`src/rtl/tlc_pkg.sv`:
```
// rtl/tlc_pkg.sv - shared phase codes, lamp codes, timing defaults and grant helper
package tlc_pkg;

    typedef enum logic [2:0] {
        PH_ALLRED   = 3'd0,
        PH_A_GREEN  = 3'd1,
        PH_A_YELLOW = 3'd2,
        PH_B_GREEN  = 3'd3,
        PH_B_YELLOW = 3'd4,
        PH_WALK     = 3'd5
    } phase_e;

    typedef enum logic [1:0] {
        SRV_A = 2'd0,
        SRV_B = 2'd1,
        SRV_P = 2'd2
    } served_e;

    localparam logic [2:0] LAMP_R = 3'b100;
    localparam logic [2:0] LAMP_Y = 3'b010;
    localparam logic [2:0] LAMP_G = 3'b001;

    localparam int DEF_T_MIN_GREEN = 5;
    localparam int DEF_T_MAX_GREEN = 12;
    localparam int DEF_T_YELLOW    = 2;
    localparam int DEF_T_ALLRED    = 1;
    localparam int DEF_T_WALK      = 6;

    // Round-robin A->B->P starting after the last-served requester; idle grants A.
    function automatic phase_e rr_grant(input served_e last, input logic pa,
                                        input logic pb, input logic pp);
        phase_e g;
        g = PH_A_GREEN;
        case (last)
            SRV_A: begin
                if (pb)      g = PH_B_GREEN;
                else if (pp) g = PH_WALK;
                else         g = PH_A_GREEN;
            end
            SRV_B: begin
                if (pp)      g = PH_WALK;
                else if (pa) g = PH_A_GREEN;
                else if (pb) g = PH_B_GREEN;
                else         g = PH_A_GREEN;
            end
            default: begin
                if (pa)      g = PH_A_GREEN;
                else if (pb) g = PH_B_GREEN;
                else if (pp) g = PH_WALK;
                else         g = PH_A_GREEN;
            end
        endcase
        return g;
    endfunction

endpackage

```
`src/rtl/tlc_phase_timer.sv`:
```
// rtl/tlc_phase_timer.sv - 4-bit tick-enabled elapsed counter with clear, saturation and done compare
module tlc_phase_timer (
    input  logic       clk,
    input  logic       rst,
    input  logic       clr,
    input  logic       tick,
    input  logic [3:0] sat_val,
    input  logic [3:0] done_val,
    output logic [3:0] count,
    output logic       done
);

    logic [3:0] count_q;
    logic [3:0] count_d;

    always_comb begin
        count_d = count_q;
        if (clr) begin
            count_d = 4'd0;
        end else if (tick && (count_q < sat_val)) begin
            count_d = count_q + 4'd1;
        end
    end

    always_ff @(posedge clk or posedge rst) begin
        if (rst) begin
            count_q <= 4'd0;
        end else begin
            count_q <= count_d;
        end
    end

    assign count = count_q;
    assign done  = tick && (count_q == done_val);

endmodule

```
`src/rtl/intersection_phase_arbiter.sv`:
```
// rtl/intersection_phase_arbiter.sv - two-approach signal controller with pedestrian phase and round-robin grant
module intersection_phase_arbiter
    import tlc_pkg::*;
#(
    parameter int T_MIN_GREEN = DEF_T_MIN_GREEN,
    parameter int T_MAX_GREEN = DEF_T_MAX_GREEN,
    parameter int T_YELLOW    = DEF_T_YELLOW,
    parameter int T_ALLRED    = DEF_T_ALLRED,
    parameter int T_WALK      = DEF_T_WALK
) (
    input  logic       clk,
    input  logic       rst,
    input  logic       tick,
    input  logic       Sa,
    input  logic       Sb,
    input  logic       ped_req,
    output logic [2:0] lightA,
    output logic [2:0] lightB,
    output logic       walk,
    output logic [2:0] state_disp
);

    phase_e     phase_q, phase_d;
    served_e    last_q, last_d;
    logic       pend_a_q, pend_a_d;
    logic       pend_b_q, pend_b_d;
    logic       pend_p_q, pend_p_d;

    logic [3:0] elapsed;
    logic       t_done;
    logic       t_clr;
    logic [3:0] sat_val;
    logic [3:0] done_val;
    logic [4:0] e_next;
    logic       min_ok;
    logic       max_ok;

    tlc_phase_timer u_timer (
        .clk      (clk),
        .rst      (rst),
        .clr      (t_clr),
        .tick     (tick),
        .sat_val  (sat_val),
        .done_val (done_val),
        .count    (elapsed),
        .done     (t_done)
    );

    // Green exit judges the elapsed count as it will be after this tick.
    assign e_next = {1'b0, elapsed} + 5'd1;
    assign min_ok = e_next >= 5'(T_MIN_GREEN);
    assign max_ok = e_next >= 5'(T_MAX_GREEN);

    always_comb begin
        sat_val  = 4'hF;
        done_val = 4'd0;
        case (phase_q)
            PH_ALLRED:                 done_val = 4'(T_ALLRED - 1);
            PH_A_YELLOW, PH_B_YELLOW:  done_val = 4'(T_YELLOW - 1);
            PH_WALK:                   done_val = 4'(T_WALK - 1);
            PH_A_GREEN, PH_B_GREEN:    sat_val  = 4'(T_MAX_GREEN);
            default:                   done_val = 4'd0;
        endcase
    end

    always_comb begin
        phase_d = phase_q;
        case (phase_q)
            PH_ALLRED: begin
                if (t_done) phase_d = rr_grant(last_q, pend_a_q, pend_b_q, pend_p_q);
            end
            PH_A_GREEN: begin
                if (tick && (pend_b_q || pend_p_q) && ((min_ok && !Sa) || max_ok))
                    phase_d = PH_A_YELLOW;
            end
            PH_A_YELLOW: begin
                if (t_done) phase_d = PH_ALLRED;
            end
            PH_B_GREEN: begin
                if (tick && (pend_a_q || pend_p_q) && ((min_ok && !Sb) || max_ok))
                    phase_d = PH_B_YELLOW;
            end
            PH_B_YELLOW: begin
                if (t_done) phase_d = PH_ALLRED;
            end
            PH_WALK: begin
                if (t_done) phase_d = PH_ALLRED;
            end
            default: phase_d = PH_ALLRED;
        endcase
    end

    assign t_clr = (phase_d != phase_q);

    // Entering a served phase clears its request even if the sensor is still high.
    always_comb begin
        pend_a_d = pend_a_q | Sa;
        pend_b_d = pend_b_q | Sb;
        pend_p_d = pend_p_q | (ped_req && (phase_q != PH_WALK));
        last_d   = last_q;
        if (t_clr && (phase_d == PH_A_GREEN)) begin
            pend_a_d = 1'b0;
            last_d   = SRV_A;
        end
        if (t_clr && (phase_d == PH_B_GREEN)) begin
            pend_b_d = 1'b0;
            last_d   = SRV_B;
        end
        if (t_clr && (phase_d == PH_WALK)) begin
            pend_p_d = 1'b0;
            last_d   = SRV_P;
        end
    end

    always_ff @(posedge clk or posedge rst) begin
        if (rst) begin
            phase_q  <= PH_ALLRED;
            last_q   <= SRV_P;
            pend_a_q <= 1'b0;
            pend_b_q <= 1'b0;
            pend_p_q <= 1'b0;
        end else begin
            phase_q  <= phase_d;
            last_q   <= last_d;
            pend_a_q <= pend_a_d;
            pend_b_q <= pend_b_d;
            pend_p_q <= pend_p_d;
        end
    end

    always_comb begin
        lightA = LAMP_R;
        lightB = LAMP_R;
        walk   = 1'b0;
        case (phase_q)
            PH_A_GREEN:  lightA = LAMP_G;
            PH_A_YELLOW: lightA = LAMP_Y;
            PH_B_GREEN:  lightB = LAMP_G;
            PH_B_YELLOW: lightB = LAMP_Y;
            PH_WALK:     walk   = 1'b1;
            default:     walk   = 1'b0;
        endcase
    end

    assign state_disp = phase_q;

endmodule

```
`config.mk`:
```
export PLATFORM = sky130hd
export DESIGN_NAME = intersection_phase_arbiter
export DESIGN_NICKNAME = d
export VERILOG_FILES = /design/src/rtl/tlc_pkg.sv /design/src/rtl/tlc_phase_timer.sv /design/src/rtl/intersection_phase_arbiter.sv
export SDC_FILE = /design/constraint.sdc
export NUM_CORES = 1
export LEC_CHECK = 0
export ABC_CLOCK_PERIOD_IN_PS = 3600
export CAP_MARGIN = 15
export CORE_AREA = 2 2 46 48
export DETAILED_ROUTE_END_ITERATION = 12
export DIE_AREA = 0 0 48 50
export GPL_ROUTABILITY_DRIVEN = 1
export PLACE_DENSITY = 0.75
export REMOVE_ABC_BUFFERS = 1
export SLEW_MARGIN = 20
export SYNTH_ARGS = -nofsm -noshare
export SYNTH_HDL_FRONTEND = slang
export SYNTH_SLANG_ARGS = --single-unit
```
`constraint.sdc`:
```
create_clock -name clk -period 3.6 [get_ports clk]
set_clock_uncertainty 0.15 [all_clocks]
set_input_delay 0.54 -clock clk [delete_from_list [all_inputs] [get_ports clk]]
set_output_delay 0.54 -clock clk [all_outputs]
set_load 0.02 [all_outputs]
```
# Word level (Yosys, flattened, before mapping)
# Cells that the tools add are included.
[word_totals]
reg_bits = 12
inputBits = 6
wordCells = 76
[classes]
n_addsub = 2
magnitude_cmp = 3
n_eq_ne = 12
muxes = 25
bitwise_logic = 3
n_reduce_logical = 25
[op_table]
columns = ["cell", "n"]
rows = [
  ["$mux W3", 8],
  ["$pmux W3 S2", 4],
  ["$logic_and A1 B1 Y1", 12],
  ["$mux W2", 6],
  ["$pmux W3 S4", 1],
  ["$eq A3 B2 Y1 const B", 3],
  ["$eq A3 B3 Y1 const B", 3],
  ["$mux W4", 2],
  ["$eq A3 B1 Y1 const B", 2],
  ["$add A4 B1 Y5 const B", 1],
  ["$ge A5 B3 Y1 const B", 1],
  ["$ge A5 B4 Y1 const B", 1],
  ["$add A4 B1 Y4 const B", 1],
  ["$eq A4 B3 Y1", 1],
  ["$logic_or A1 B1 Y1", 4],
  ["$lt A4 B4 Y1", 1],
  ["$mux W1", 4],
  ["$reduce_or A2 Y1", 2],
  ["$logic_not A3 Y1", 1],
  ["$ne A3 B3 Y1", 1],
  ["$ne A3 B3 Y1 const B", 1],
  ["$or A1 B1 Y1", 3],
  ["$reduce_bool A3 Y1", 1],
  ["$reduce_or A3 Y1", 1],
  ["other kinds (4)", 5],
]

# Longest topological paths before layout
# Gate-level depths: netlist of run 1.
[logic_depth]
ltp_word = 12
ltp_mapped = 10
depth_no_buf = 9

# Hierarchy
# Synthesis of run 1 repeated with hierarchy kept, for this count alone.
[hier_totals]
hier_cells = 127
area_unflattened_um2 = 1058.5
[by_module_without_submodules]
columns = ["mod", "n_inst", "cells_each", "area_per_inst_um2", "seq_area_each_um2"]
rows = [
  ["intersection_phase_arbiter", 1, 92, 738.2, 201.4],
  ["tlc_phase_timer", 1, 35, 320.3, 100.1],
]

# Worst setup path after synthesis of run 1
# OpenSTA, ideal clock, no wires.
[synth_timing]
path_kind = "reg-to-reg"
from = "register u_timer.count_q[0], in the netlist u_timer.count[0]"
to = "register u_timer.count_q[2], in the netlist u_timer.count[2]"
setup_ns = 0.096
arrival_ns = 2.355
required_time_ns = 3.354
slack_ns = 0.999
stages_incl_launch_ff = 11
period_less_slack_ns = 2.601
cell_sequence = "dfrtp_1 -> clkbuf_1 -> inv_1 -> ha_1 -> or3b_1 -> a21oi_2 -> a21oi_1 -> o221ai_1 -> nand2_1 -> a31o_4 -> a311oi_2"
[synth_between]
elab_chain_cells = 9
elab_cells_between_ends = 23
[synth_lines]
columns = ["item", "line", "text"]
rows = [
  ["start: declaration", "tlc_phase_timer.sv:13", "logic [3:0] count_q;"],
  ["start signal: assignment", "tlc_phase_timer.sv:29", "count_q <= count_d;"],
  ["$add A4 B1 Y5", "intersection_phase_arbiter.sv:50", "assign e_next = {1'b0, elapsed} + 5'd1;"],
  ["$ge A5 B3 Y1", "intersection_phase_arbiter.sv:51", "assign min_ok = e_next >= 5'(T_MIN_GREEN);"],
  ["$logic_and A1 B1 Y1, on equally long branches", "intersection_phase_arbiter.sv:80, intersection_phase_arbiter.sv:73", ""],
  ["$logic_or A1 B1 Y1, on equally long branches", "intersection_phase_arbiter.sv:80, intersection_phase_arbiter.sv:73", ""],
  ["$logic_and A1 B1 Y1, on equally long branches", "intersection_phase_arbiter.sv:80, intersection_phase_arbiter.sv:73", ""],
  ["$mux W3, on equally long branches", "intersection_phase_arbiter.sv:80, intersection_phase_arbiter.sv:73", ""],
  ["$pmux W3 S4", "intersection_phase_arbiter.sv:68", "case (phase_q)"],
  ["$ne A3 B3 Y1", "intersection_phase_arbiter.sv:93", "assign t_clr = (phase_d != phase_q);"],
  ["$mux W4 or $reduce_bool A2 Y1 (tied branches)", "--", ""],
]
# Parallel ways exist; a longest one is shown, timed or not. The select of a mux whose other input is x is not followed.
# A chain may end at the register's enable or synchronous reset.

# Worst setup path in the final report of run 1
[layout_timing]
from = "register phase_q[0], in the netlist state_disp[0]"
to = "output lightA[0]"
[layout_between]
elab_chain_cells = 2
elab_cells_between_ends = 3
[layout_lines]
columns = ["item", "line", "text"]
rows = [
  ["start: declaration", "intersection_phase_arbiter.sv:23", "phase_e phase_q, phase_d;"],
  ["start signal: assignment", "intersection_phase_arbiter.sv:123", "phase_q <= phase_d;"],
  ["$eq A3 B2 Y1 or $eq A3 B1 Y1 (tied branches)", "intersection_phase_arbiter.sv:135", "case (phase_q)"],
  ["$pmux W3 S2 (*)", "intersection_phase_arbiter.sv:135", ""],
  ["end: declaration", "intersection_phase_arbiter.sv:17", "output logic [2:0] lightA,"],
]
# Every way passes the cells marked *; elsewhere a longest branch is shown, timed or not.

==> results of run 1 <==
critical path: stages, from the launching register on:
cell and delay [ns]:
dfrtp_1 0.60, inv_2 0.11, nor3_1 0.44, clkdlybuf4s50_1 0.71
cell type report:
class	count	share of cell area
multi-input combinational	90	0.5112
sequential	12	0.2690
timing repair buffer	15	0.1339
clock buffer	4	0.03237
tap	27	0.03013
inverter	7	0.02344
cells by family after synthesis:
kind of cell	after synthesis	share of synthesized area
and+or+nand+nor	44	0.2363
AOI/OAI and AO/OA	37	0.2777
buffers and inverters	14	0.06675
DFF	12	0.3218
xor gates and xnor gates	5	0.04674
adders and majority gates	3	0.04006
muxes	1	0.01068
cells in the final DEF, fill, tap and decap left out, types with 2 or more instances in the layout:
master,count
nand2_1,6
a31oi_1,5
and3_1,2
a21oi_1,9
nor2b_1,3
clkdlybuf4s50_1,15
nor2_1,17
o21ai_0,4
and2_1,3
o22ai_1,2
xnor2_1,3
clkbuf_4,3
o211ai_1,3
ha_1,3
a21boi_0,2
xor2_1,2
a21o_1,2
nor3_1,3
dfrtp_1,11
nand3_1,3
inv_1,6
layer usage:
layer | GRT usage | vias up | wire length (µm)
met2 | 0.3133 | 31 | 1042
met3 | 0.02198 | 4 | 102
met4 | 0.06757 | 0 | 32
li1 | - | 437 | -
met1 | 0.3065 | 425 | 1020
met5 | 0 | - | 0
flip-flops by register name, summed over array words and instances (netlist names):
signal,cells
last_q,2
u_timer.count,4
pend_a_q,1
pend_p_q,1
pend_b_q,1
state_disp,3
metrics by stage:
stage,util,setup slack [ns],instance area [µm²],std cells,total power [µW]
after floorplan,-,1.144,900.9,109,746.4
after global placement,0.5704,0.8665,1085,151,950.9
after detailed placement,0.5704,0.8406,1085,151,972.2
after CTS,0.5895,0.7761,1121,155,1084
after global routing,0.5895,0.6478,1121,155,1173
final,0.5895,0.7850,1121,155,1089
power breakdown:
part | internal (µW) | switching [µW]
Combinational | 304 | 362
Sequential | 192 | 122
Clock | 61.5 | 48.6
Total | 557 | 532
final timing paths:
kind                                  start          endpoint
setup reg to reg           u_timer.count[0]  u_timer.count[2]
min in group asynchronous               rst          pend_b_q
max in group asynchronous               rst         last_q[1]
setup / recovery              state_disp[0]         lightA[0]
hold reg to reg                   last_q[1]         last_q[1]
hold / removal                    last_q[1]         last_q[1]
==> run metrics, run 1 <==
largest cells by area after synthesis dfrtp_1, nor2_1, a21oi_1; pin count of the biggest net entering global routing 15; worst vdd ir 518.7 µV; CP endpoint kind output port; DR vias 897; Seq/Total Area, Yosys 0.3218; Hold Slack 0.3861 ns; area share of the largest cell type after synthesis 0.2937; CP arrival 2.12 ns; initial antenna violation count 0; Worst slew margin 0.6203; FF+latch area 301.5 µm²; ys flop type dfrtp_1; Post-Syn Instances 116; CP Max Fanout 11; H-tree Lvls 1; Slew Viols, Final 0; count leader, synth nor2_1; die area 2400 µm²; Core Area 1902 µm²; synthesized area 937.1 µm²; Worst Reg2Reg Path Length in Cells 9; final setup fails 0; min-delay worst type reg2reg; # rows 16; CTS Buffer Depth 2; Worst-Margin Slew 0.5668 ns; GRT Util Overall 0.2095; via-per-instance ratio 5.787; Resized Gates After CTS 0; Leakage 0.0004566 µW; Setup Fix Bufs, Post-CTS 0; Initial Util 0.4928; status completed; total CTS buffers 3; diode count 0; port buffer count 15; layout cell share with drive strength beyond 1 0.09375; clk root buf clkbuf_4; synth unique cells 42; DRC viols 0; syn avg cell area 8.079 µm²; final antenna-violating net count 0; Detailed Routing Iterations Pass 1 4; fin nets 138; asr flop ratio synth 1.000; final hold violation count 0; global-route wire length before repair 3670 µm; minimum clock period 2.815 ns; worst setup path class reg2out; post-synth top area cell dfrtp_1; Synth top cells by count nor2_1, dfrtp_1, a21oi_1, inv_1, nand2_1; die width 48 µm; Final HPWL DP 1640 µm; Yosys reg bits 12; Filler cells 176; hold_buf cts 0; startpoint class of the critical path flop; clock-pin transition on the worst setup and hold timing paths 0.08 ns; Worst Path Required 2.91 ns; fin crit share 0.7819; pwr dens 971.4 nW/µm²; DR iter-0 viols 29; I/O pin cnt 16; setup TNS 0 ns; CTS tree yes; FMAX 355.2 MHz; Post-synth EDFFs 0; worst skew pair latency 0.27 ns; remaining global-route overflow 0; vias in the first global route 794; Reg2Reg Setup Slack 0.81 ns; Multi-input gate area 573.1 µm²; RSZ-0062 raised after global routing no; die height 50 µm; P&R area growth vs syn 19.63%; max_cap viols 0; drt total wl 2198 µm; wire per inst 14.18 µm; clk sinks 12; gpl congestion 0.8437; Hold Path Depth 1; Synth warnings 0
No activity file was read; power rests on OpenSTA's default activity.
==> run 2, diff against run 1 <==
--- a/config.mk
+++ b/config.mk
@@ -5,7 +5,7 @@
 export SDC_FILE = /design/constraint.sdc
 export NUM_CORES = 1
 export LEC_CHECK = 0
-export ABC_CLOCK_PERIOD_IN_PS = 3600
+export ABC_CLOCK_PERIOD_IN_PS = 2650
 export CAP_MARGIN = 15
 export CORE_AREA = 2 2 46 48
 export DETAILED_ROUTE_END_ITERATION = 12
==> constraint.sdc (replaced) <==
create_clock -name clk -period 2.65 [get_ports clk]
set_clock_uncertainty 0.15 [all_clocks]
set_input_delay 0.3975 -clock clk [delete_from_list [all_inputs] [get_ports clk]]
set_output_delay 0.3975 -clock clk [all_outputs]
set_load 0.02 [all_outputs]
==> run 2 against run 1 <==
  * Register-to-register slack worse by 0.56 ns
  * Worst setup slack lost 0.65 ns
  * Critical path depth is 1 higher
  * Combinational power increased by 52%
  * Clock power is 40% higher
  * Count of clock-buffer cells in the layout is the same
  * Sequential power is 18% higher
  * Global-route usage shrank 0.17 points
  * Highest routed layer unchanged
  * First-iteration DRC count rose by 17%
==> run metrics, run 2 (synthesized netlist as in run 1, its figures left out) <==
dpl cell area 1115 µm² (+2.8%); RSZ-0062 raised after global routing no; Pwr Total 1532 µW (+41%); fin nets 142 (+2.9%); clk root buf clkbuf_4; Metal-1 WL 994 µm (-2.5%); worst vdd ir 853.2 µV (+64%); Detailed Routing Iterations Pass 1 5 (+1); CP Max Fanout 12 (+1); minimum clock period 2.519 ns; CP max stage delay 0.61 ns (-0.10 ns); final antenna-violating net count 0 (unchanged); startpoint class of the critical path flop; max reg flops 4 (unchanged); Slew Viols, Final 0 (unchanged); DR iter-0 viols 34 (+17%); pwr dens 1331 nW/µm² (+37%); initial antenna violation count 0 (unchanged); min-delay worst type in2async; Leakage 0.0004771 µW (+4.5%); P&R area growth vs syn 22.83%; CTS tree yes; CP Cell Sequence nor2_2, and2_1, nor2_1, clkdlybuf4s50_1; Core Area 1902 µm² (unchanged); fin crit share 0.9505; clk sinks 12 (unchanged); Final HPWL DP 1707 µm (+4.1%); # rows 16 (unchanged); port buffer count 15 (unchanged); global-route wire length before repair 3608 µm (-1.7%); slowest stage cell, crit path clkdlybuf4s50_1; Final Instance Area 1151 µm² (+2.7%); most frequent cells in the layout nor2_1, clkdlybuf4s50_1, dfrtp_1; max_cap viols 0 (unchanged); worst skew pair latency 0.28 ns (about the same); vias in the first global route 839 (+5.7%); Worst-Margin Slew 0.5387 ns (-0.02814 ns); met3 WL 146 µm (+43%); via-per-instance ratio 5.811 (+0.42%); die area 2400 µm² (unchanged); clock-pin transition on the worst setup and hold timing paths 0.08 ns (about the same); Reg2Reg Setup Slack 0.25 ns (-0.56 ns); GRT Util Overall 0.2078 (-0.001693); setup TNS 0 ns (unchanged); die height 50 µm (unchanged); FF-to-FF End pend_a_q; Setup Fix Bufs, Post-CTS 0 (unchanged); DRC viols 0 (unchanged); uppermost layer routed met4; final hold violation count 0 (unchanged); most common cell after layout, fill and taps aside nor2_1; CP arrival 1.97 ns (-0.15 ns); pin count of the biggest net entering global routing 14 (-1); wire per inst 14.49 µm (+2.2%); DR vias 924 (+3.0%); H-tree Lvls 1 (unchanged); FMAX 397.0 MHz; layout cell share with drive strength beyond 1 0.1212 (+0.02746); Resized Gates After CTS 0 (unchanged); total CTS buffers 3 (unchanged); remaining global-route overflow 0 (unchanged); CP endpoint kind output port; worst setup path class reg2out; drt total wl 2304 µm (+4.8%); final setup fails 0 (unchanged); gpl congestion 0.8492 (+0.65%); diode count 0 (unchanged); Worst Reg2Reg Path Length in Cells 7 (-2); RR Startpoint u_timer.count[0]; Non-Filler Instances 159 (+2.6%); hold_buf cts 0 (unchanged); met2 wire len 1107 µm (+6.2%); Initial Util 0.4928 (unchanged); CTS Buffer Depth 2 (unchanged); I/O pin cnt 16 (unchanged); status completed; die width 48 µm (unchanged); Placed Instances 155 (+2.6%); Worst slew margin 0.6392 (+0.01885); Worst Path Required 2.10 ns (-0.81 ns)
-- run 2: area by class of cell --
class,count,area [µm²]
inverter,7,26.28
sequential,12,301.5
multi-input combinational,90,573.1
fill,176,750.7
timing repair buffer,19,180.2
tap,27,33.78
clock buffer,4,36.28
-- run 2: through the flow --
step / util / hold slack (ns) / setup slack [ns]
global placement: 0.5862 / 0.3720 / 0.1893
detailed placement: 0.5862 / 0.3748 / 0.1936
global route: 0.6053 / 0.3305 / 0.04269
CTS: 0.6053 / 0.2793 / 0.1465
finish: 0.6053 / 0.2590 / 0.1311
floorplan: - / 0.1115 / 0.1944
-- run 2: per-layer routing --
layer	vias to the layer above	track usage
li1	447	-
met1	429	0.2762
met2	38	0.3244
met3	10	0.02564
met4	0	0.09009
met5	-	0
-- run 2: critical path: cells and delay by family, from the launching register on --
kind                   cells  cell delay (ns)
AND/OR/NAND/NOR            3             0.47
flip-flops                 1             0.60
buffers and inverters      1             0.61
-- run 2: worst max-delay path by stage --
stage	startpoint	to	slack (ns)	cells after the start
floorplan	u_timer.count[0]	u_timer.count[2]	0.19	9
finish	state_disp[2]	lightB[2]	0.13	4
global placement	tick	last_q[0]	0.19	7
CTS	state_disp[2]	lightB[2]	0.15	4
detailed placement	tick	pend_a_q	0.19	8
global route	state_disp[2]	lightB[2]	0.04	4
-- run 2: power breakdown --
part / internal (µW) / switching, µW / total, µW
clock network: 83.7 / 70.5 / 154
registers: 262 / 110 / 372
logic: 451 / 555 / 1010
total: 797 / 736 / 1530
==> run 3, diff against run 2 <==
==> constraint.sdc (replaced) <==
create_clock -name clk -period 2.65 [get_ports clk]
set_clock_uncertainty 0.15 [all_clocks]
set_input_delay 0.3975 -clock clk [delete_from_list [all_inputs] [get_ports clk]]
set_output_delay 0.3975 -clock clk [all_outputs]
set_load 0.01 [all_outputs]
==> run 3 against run 2 <==
  * Critical path type is now reg2reg
  * Critical path depth rose by 3
  * Worst setup slack gained 0.11 ns
  * Non-clock buffer count unchanged
  * Sequential share of layout area unchanged
  * Hold slack better by 0.015 ns
  * Largest power group unchanged
  * Maximum frequency up 4.5%
  * Count of clock-buffer cells in the layout is the same
  * Total power fell by 4.3%
==> run metrics, run 3 (synthesized netlist as in run 1, its figures left out) <==
vias in the first global route 804 (-4.2%); CP max stage delay 0.51 ns (-0.10 ns); met3 WL 91 µm (-38%); wire per inst 14.13 µm (-2.5%); RSZ-0062 raised after global routing no; H-tree Lvls 1 (unchanged); diode count 0 (unchanged); total CTS buffers 3 (unchanged); CTS Buffer Depth 2 (unchanged); Slew Viols, Final 0 (unchanged); Non-Filler Instances 159 (unchanged); status completed; initial antenna violation count 0 (unchanged); Setup Fix Bufs, Post-CTS 0 (unchanged); clock-pin transition on the worst setup and hold timing paths 0.08 ns (about the same); final hold violation count 0 (unchanged); # rows 16 (unchanged); Detailed Routing Iterations Pass 1 4 (-1); clk sinks 12 (unchanged); slowest stage cell, crit path o31ai_1; Resized Gates After CTS 0 (unchanged); Worst-Margin Slew 0.5442 ns (+0.005454 ns); minimum clock period 2.411 ns (-0.1076 ns); die area 2400 µm² (unchanged); final antenna-violating net count 0 (unchanged); final setup fails 0 (unchanged); drt total wl 2247 µm (-2.5%); gpl congestion 0.8443 (-0.58%); Worst Path Required 2.65 ns (+0.55 ns); Worst slew margin 0.6355 (-0.003653); setup TNS 0 ns (unchanged); fin crit share 0.9100 (-0.04059); hold_buf cts 0 (unchanged); remaining global-route overflow 0 (unchanged); met2 wire len 1065 µm (-3.8%); CTS tree yes; die height 50 µm (unchanged); Final HPWL DP 1644 µm (-3.7%); min-delay worst type in2async; die width 48 µm (unchanged); max_cap viols 0 (unchanged); Metal-1 WL 1026 µm (+3.2%); worst vdd ir 708.5 µV (-17%); final worst setup slack 0.2386 ns (+0.1076 ns); pwr dens 1274 nW/µm² (-4.3%); worst slack at placement 0.2164 ns (+0.02284 ns); uppermost layer routed met4; global-route wire length before repair 3698 µm (+2.5%); P&R area growth vs syn 22.83% (unchanged); DR iter-0 viols 21 (-38%); CP endpoint kind flop; most common cell after layout, fill and taps aside nor2_1; port buffer count 15 (unchanged); fin nets 142 (unchanged); GRT Util Overall 0.2157 (+0.007849); DRC viols 0 (unchanged); I/O pin cnt 16 (unchanged); CP Max Fanout 13 (+1); Hold Slack 0.2745 ns (+0.01541 ns); Core Area 1902 µm² (unchanged); CP arrival 2.41 ns (+0.44 ns); clk root buf clkbuf_4; via-per-instance ratio 5.755 (-0.97%); max reg flops 4 (unchanged); CP Cell Sequence buf_4, ha_1, o31ai_1, o221ai_1, nand2_1, a31o_4, a31oi_1; worst skew pair latency 0.28 ns (about the same); FMAX 414.7 MHz (+4.5%); Leakage 0.0004771 µW (unchanged); final core occ 0.6053 (unchanged); most frequent cells in the layout nor2_1, clkdlybuf4s50_1, dfrtp_1; layout cell share with drive strength beyond 1 0.1212 (unchanged); startpoint class of the critical path flop; worst setup path class reg2reg; Placed Instances 155 (unchanged); Initial Util 0.4928 (unchanged); pin count of the biggest net entering global routing 14 (unchanged); DR vias 915 (-0.97%)
## run 3: cell counts in the layout (fill, tap and decap cells not counted)
No cell type changed its count.
## run 3: per-layer routing
layer,global-route usage,up-vias
met5,0,-
met4,0.1081,0
met3,0.02198,6
met2,0.3178,39
met1,0.3013,424
li1,-,446
## run 3: worst paths after layout
path                             startpoint          endpoint  slack (ns)  cells past startpoint
max in group asynchronous               rst         last_q[1]        1.72                      2
min in group clk                  last_q[1]         last_q[1]        0.38                      1
setup reg to reg           u_timer.count[0]         last_q[0]        0.24                      7
hold / removal                          rst  u_timer.count[0]        0.27                      2
setup / recovery           u_timer.count[0]         last_q[0]        0.24                      7
hold reg to reg                   last_q[1]         last_q[1]        0.38                      1
## run 3: final cells by class
cell class	count	area, µm²
fillers	169	750.7
multi-input cells	90	573.1
flip-flops and latches	12	301.5
repair buffers	19	180.2
clock buffers	4	36.28
well taps	27	33.78
inverters	7	26.28
## run 3: worst max-delay path, delay by kind of cell (launching register included)
family                     cells  cell delay, ns
AOI/OAI and AO/OA              4            1.09
buffers and inverters          1            0.19
adders and majority gates      1            0.29
DFF                            1            0.39
and+or+nand+nor                1            0.17
## run 3: report_power, final
group	internal (µW)	switching (µW)	leakage, µW	total, µW
Sequential	262	107	0.000144	369
Clock	83.6	63.7	0.0000210	147
Combinational	450	500	0.000312	949
Total	796	670	0.000477	1470
## run 3: per-stage QoR
step	power, µW	cell area [µm²]
global placement	1289	1115
finish	1466	1151
detailed placement	1308	1115
global route	1596	1151
CTS	1465	1151
floorplan	957.0	900.9
